File: config.mk
export PLATFORM = sky130hd
export DESIGN_NAME = oversampling_period_meter
export DESIGN_NICKNAME = d
export VERILOG_FILES = /design/src/rtl/oversampling_period_meter.sv
export SDC_FILE = /design/constraint.sdc
export NUM_CORES = 1
export LEC_CHECK = 0
export ABC_AREA = 1
export ABC_CLOCK_PERIOD_IN_PS = 3250
export CAP_MARGIN = 25
export CORE_AREA = 4 4 168 170
export DETAILED_ROUTE_END_ITERATION = 8
export DIE_AREA = 0 0 172 174
export PLACE_DENSITY = 0.54
export SLEW_MARGIN = 20
export SYNTH_ARGS = -nofsm -noshare
export SYNTH_HDL_FRONTEND = slang
export SYNTH_SLANG_ARGS = --single-unit
File: constraint.sdc
create_clock -name CLK_PARALLEL -period 3.25 [get_ports CLK_PARALLEL]
set_clock_uncertainty 0.05 [all_clocks]
set_input_delay 0.65 -clock CLK_PARALLEL [delete_from_list [all_inputs] [get_ports CLK_PARALLEL]]
set_output_delay 0.65 -clock CLK_PARALLEL [all_outputs]
set_load 0.05 [all_outputs]
File: src/rtl/oversampling_period_meter.sv
// oversampling_period_meter: sample-resolution period/half-period meter with a no-signal timeout.
// Defining OVERSAMPLING_PERIOD_AVG_EN adds a 2^AVG_LOG2-period summing averager.
module oversampling_period_meter #(
    parameter int COUNTER_BITS   = 16,
    parameter int TIMEOUT_CYCLES = 4096,
    parameter int AVG_LOG2       = 4,
    localparam int TS_W          = COUNTER_BITS + 6
) (
    input  logic                     CLK_PARALLEL,
    input  logic                     RESET,
    input  logic                     CE,
    input  logic                     CHANGED_FLAG,
    input  logic [5:0]               CHANGED_BIT,
    output logic                     PERIOD_VALID,
    output logic [TS_W-1:0]          PERIOD_OUT,
    output logic [TS_W-1:0]          HALF_PERIOD_OUT,
    output logic                     NO_SIGNAL,
    output logic                     AVG_VALID,
    output logic [TS_W+AVG_LOG2-1:0] AVG_SUM
);
    localparam int IDLE_W = $clog2(TIMEOUT_CYCLES + 1);
    localparam logic [IDLE_W-1:0] TMO = IDLE_W'(TIMEOUT_CYCLES);

    typedef enum logic [1:0] {EMPTY, ONE, TWO, RUN} state_t;

    state_t                  r_state, w_next;
    logic [COUNTER_BITS-1:0] r_cycle;
    logic [IDLE_W-1:0]       r_idle;
    logic [TS_W-1:0]         r_t1, r_t2, w_ts;
    logic                    w_chg, w_timeout;

    assign w_ts      = {r_cycle, CHANGED_BIT};
    assign w_chg     = CE & CHANGED_FLAG;
    // A change in the cycle the idle count would reach the limit takes priority.
    assign w_timeout = CE & ~CHANGED_FLAG & (r_idle >= TMO - IDLE_W'(1));

    always_comb begin
        w_next = w_chg ? ((r_state == RUN) ? RUN : state_t'(r_state + 2'd1))
               : w_timeout ? EMPTY : r_state;
    end

    always_ff @(posedge CLK_PARALLEL) begin
        if (RESET) begin
            r_state         <= EMPTY;
            r_cycle         <= '0;
            r_idle          <= '0;
            r_t1            <= '0;
            r_t2            <= '0;
            PERIOD_VALID    <= 1'b0;
            PERIOD_OUT      <= '0;
            HALF_PERIOD_OUT <= '0;
            NO_SIGNAL       <= 1'b1;
        end else begin
            PERIOD_VALID <= w_chg & (r_state == TWO || r_state == RUN);
            if (CE) begin
                r_cycle   <= r_cycle + 1'b1;
                r_state   <= w_next;
                NO_SIGNAL <= w_next != RUN;
                r_idle    <= w_chg ? '0 : w_timeout ? TMO : r_idle + 1'b1;
                if (w_chg) begin
                    r_t2 <= r_t1;
                    r_t1 <= w_ts;
                    if (r_state == TWO || r_state == RUN) begin
                        PERIOD_OUT      <= w_ts - r_t2;
                        HALF_PERIOD_OUT <= w_ts - r_t1;
                    end
                end
            end
        end
    end

`ifdef OVERSAMPLING_PERIOD_AVG_EN
    logic [AVG_LOG2-1:0]      r_cnt;
    logic [TS_W+AVG_LOG2-1:0] r_acc, w_sum;

    assign w_sum = r_acc + (TS_W+AVG_LOG2)'(PERIOD_OUT);

    always_ff @(posedge CLK_PARALLEL) begin
        if (RESET) begin
            r_cnt     <= '0;
            r_acc     <= '0;
            AVG_VALID <= 1'b0;
            AVG_SUM   <= '0;
        end else begin
            AVG_VALID <= CE & PERIOD_VALID & (&r_cnt);
            if (w_timeout) begin
                r_cnt <= '0;
                r_acc <= '0;
            end else if (CE && PERIOD_VALID) begin
                r_cnt <= r_cnt + 1'b1;
                r_acc <= (&r_cnt) ? '0 : w_sum;
                if (&r_cnt) AVG_SUM <= w_sum;
            end
        end
    end
`else
    assign AVG_VALID = 1'b0;
    assign AVG_SUM   = '0;
`endif
endmodule

==> key figures <==
Logic synthesis
  – Synth Area per Inst: 6.47 um2
  – Top-count cell post-synth: nand2_1
  – Synthesized area: 0.00792 mm2
  – Ys flop type: dfxtp_1
  – #FFs+latches synth: 121
  – Synth top area cells: dfxtp_1 31%, nand2_1 14%, inv_1 10%
  – Yosys cell types: 40
  – Top cell type by total area after synthesis: dfxtp_1
  – Cells after Synth: 1224
  – Sequential fraction of the synthesis area: 0.306
  – Post-synth top area share: 0.306
  – Number of synthesized flops with an enable pin: 0
  – Post-synth ARST share: 0
  – Commonest cells in the synthesized netlist: 304 x nand2_1, 218 x inv_1, 121 x dfxtp_1, 96 x nor2_1, 93 x a21oi_1
  – Yosys warns: 0

CTS
  – Post-CTS Resized: 0
  – # hold bufs at CTS: 0
  – Setup bufs post-CTS: 0
  – Inserted Clock Buffers: 17
  – Clock Latency Late Sink: 0.42 ns
  – Clk sinks: 121
  – H-tree depth: 4
  – CTS tree: done
  – Max clock buf depth: 2
  – Worst-path clk slew: 0.06 ns
  – Root Buffer: clkbuf_16

Global route
  – Global-route wire length before repair: 34300 um
  – Largest net degree at the start of global routing: 99
  – Total track usage: 0.141
  – GRT overflow: 0
  – Vias in the first global route: 6803
  – Initial antenna violation count: 0

Drt
  – Post-detailed-route via-to-cell ratio: 4.44
  – Total routed wirelength: 20600 um
  – Number of iterations in the first detailed-routing pass: 5
  – Drt initial violations: 415
  – Wire per inst: 12.7 um
  – Via Count: 7217
  – Routed Antenna Nets: 0
  – DRC: 0

STA
  – Final setup vio count: 0
  – Minimum clock period: 2.49 ns
  – Final worst-path cycle share: 0.766
  – Pin slew with the least headroom to its limit: 0.704 ns
  – Total negative slack: 0 ns
  – Max-slew violation count: 0
  – Hold Fails Final Rpt: 0
  – RSZ-0062 raised after global routing: no
  – Final worst slack: 0.760 ns
  – Fmax: 0.402 GHz
  – Max transition margin: 0.531

Floorplan
  – Core area: 0.0267 mm2
  – Die footprint: 0.0299 mm2
  – Initial Utilization: 0.296
  – Site row count: 60
  – Die X: 172 um
  – IO Pins: 83
  – Die Ht: 174 um

Critical path
  – Critical path class: in -> reg
  – Worst path most repeated cell: nand2_1
  – Crit path cell chain: clkdlybuf4s50_1 > inv_1 > ha_1 > inv_1 > fa_1 > nand3_1 > nand3_1 > nand2_1 > nand3_2 > nand2_1 > nand2_1 > nand2_1 > nand3_1 > nand2_1 > inv_1
  – WP data arrival: 2.76 ns
  – Slowest cell delay on critical path: 0.44 ns
  – Slowest cell on crit path: fa_1
  – Crit-path max FO: 4
  – Crit path launch type: primary input
  – Crit. End Element: register
  – CP required: 3.52 ns

Finish
  – Share of cells above drive strength 1: 0.0576
  – Synthesis-to-layout area growth: 17.7%
  – Final net count: 1327
  – Ant. Diodes: 0
  – Final design utilization: 0.349
  – Fill cells: 2914

Placement
  – GP Congestion: 0.844
  – I/O Buffers: 55
  – Post-place setup slack: 0.314 ns
  – Final HPWL DP: 15400 um

Hold path
  – Worst min-delay path category: reg -> reg

Power and ir drop
  – Worst IR drop on VDD: 0.297 mV
  – PD cells: 471 mW/mm2
  – LEAKAGE: 4.68 nW

Flow run
  – Max-Cap Viols: 0

Outcome
  – Status: finished, final reports clean
cells by family after synthesis:
kind of cell               synth area share
xor gates and xnor gates             0.0265
DFF                                   0.306
and+or+nand+nor                       0.297
AOI/OAI and AO/OA                     0.146
buffers and inverters                 0.149
adders and majority gates            0.0746
other                              0.000473
stage by stage:
step	hold WS [ns]	cell area [um2]	std cells	power, mW
finish	0.407	9320	1625	4.39
global route	0.425	9320	1625	4.63
CTS	0.409	9320	1625	4.45
detailed placement	0.400	8710	1593	2.44
global placement	0.394	8710	1593	2.44
floorplan	0.383	8020	1250	2.27
layer usage:
layer / vias to the layer above / routed length, um / GRT usage
met3: 17 / 602 / 0.0225
met5: - / 0 / 0
met2: 109 / 9010 / 0.221
li1: 3907 / - / -
met4: 0 / 233 / 0.0364
met1: 3184 / 10800 / 0.200
cell usage in the layout, fill, tap and decap left out, types with 3 or more instances in the layout:
cell	n
nand2_1	304
inv_1	218
nor3_4	3
clkdlybuf4s50_1	55
inv_2	5
clkinv_4	5
o21ai_0	73
ha_1	44
and2_1	3
nand2_2	8
xnor2_1	5
o21a_1	18
o21bai_1	12
nor2_1	96
nor3_2	3
nor3_1	10
dfxtp_1	121
nor2_2	3
xor2_1	19
bufinv_16	3
buf_4	5
clkbuf_16	17
a21oi_1	93
conb_1	27
nand3_2	4
nand4_1	13
nand3_1	80
o211ai_1	7
clkinv_2	4
nor2_4	5
area by class of cell:
type	count	area (um2)	area share
multi-input cells	846	4410	0.473
repair buffers	61	608	0.0652
inverters	224	841	0.0902
clock inverters	14	171	0.0184
well taps	341	427	0.0458
flip-flops and latches	121	2420	0.260
clock buffers	18	439	0.0471
final timing paths:
kind | startpoint | end | slack [ns] | cells after the start
setup / recovery | CHANGED_BIT[0] | HALF_PERIOD_OUT[12] | 0.76 | 15
hold / removal | r_t2[14] | r_t2[14] | 0.41 | 2
setup reg to reg | r_t1[0] | HALF_PERIOD_OUT[12] | 1.16 | 13
hold reg to reg | r_t2[14] | r_t2[14] | 0.41 | 2
state kept, by name, indices dropped and copies added (netlist names):
signal           cells
r_idle              13
HALF_PERIOD_OUT     22
NO_SIGNAL            1
r_state              2
r_t2                22
PERIOD_VALID         1
PERIOD_OUT          22
r_t1                22
r_cycle             16
critical path: cells and delay by family:
family / cells / cell delay [ns]
adder cells (fa/ha/maj): 2 / 0.61
buffers and inverters: 4 / 0.62
AND/OR/NAND/NOR: 9 / 0.88
where the power goes:
group,total (mW),internal (mW),switching [mW]
Sequential,1.56,1.53,0.0267
Clock,1.98,1.23,0.752
Combinational,0.849,0.258,0.590
(Power assumes the default switching activity.)
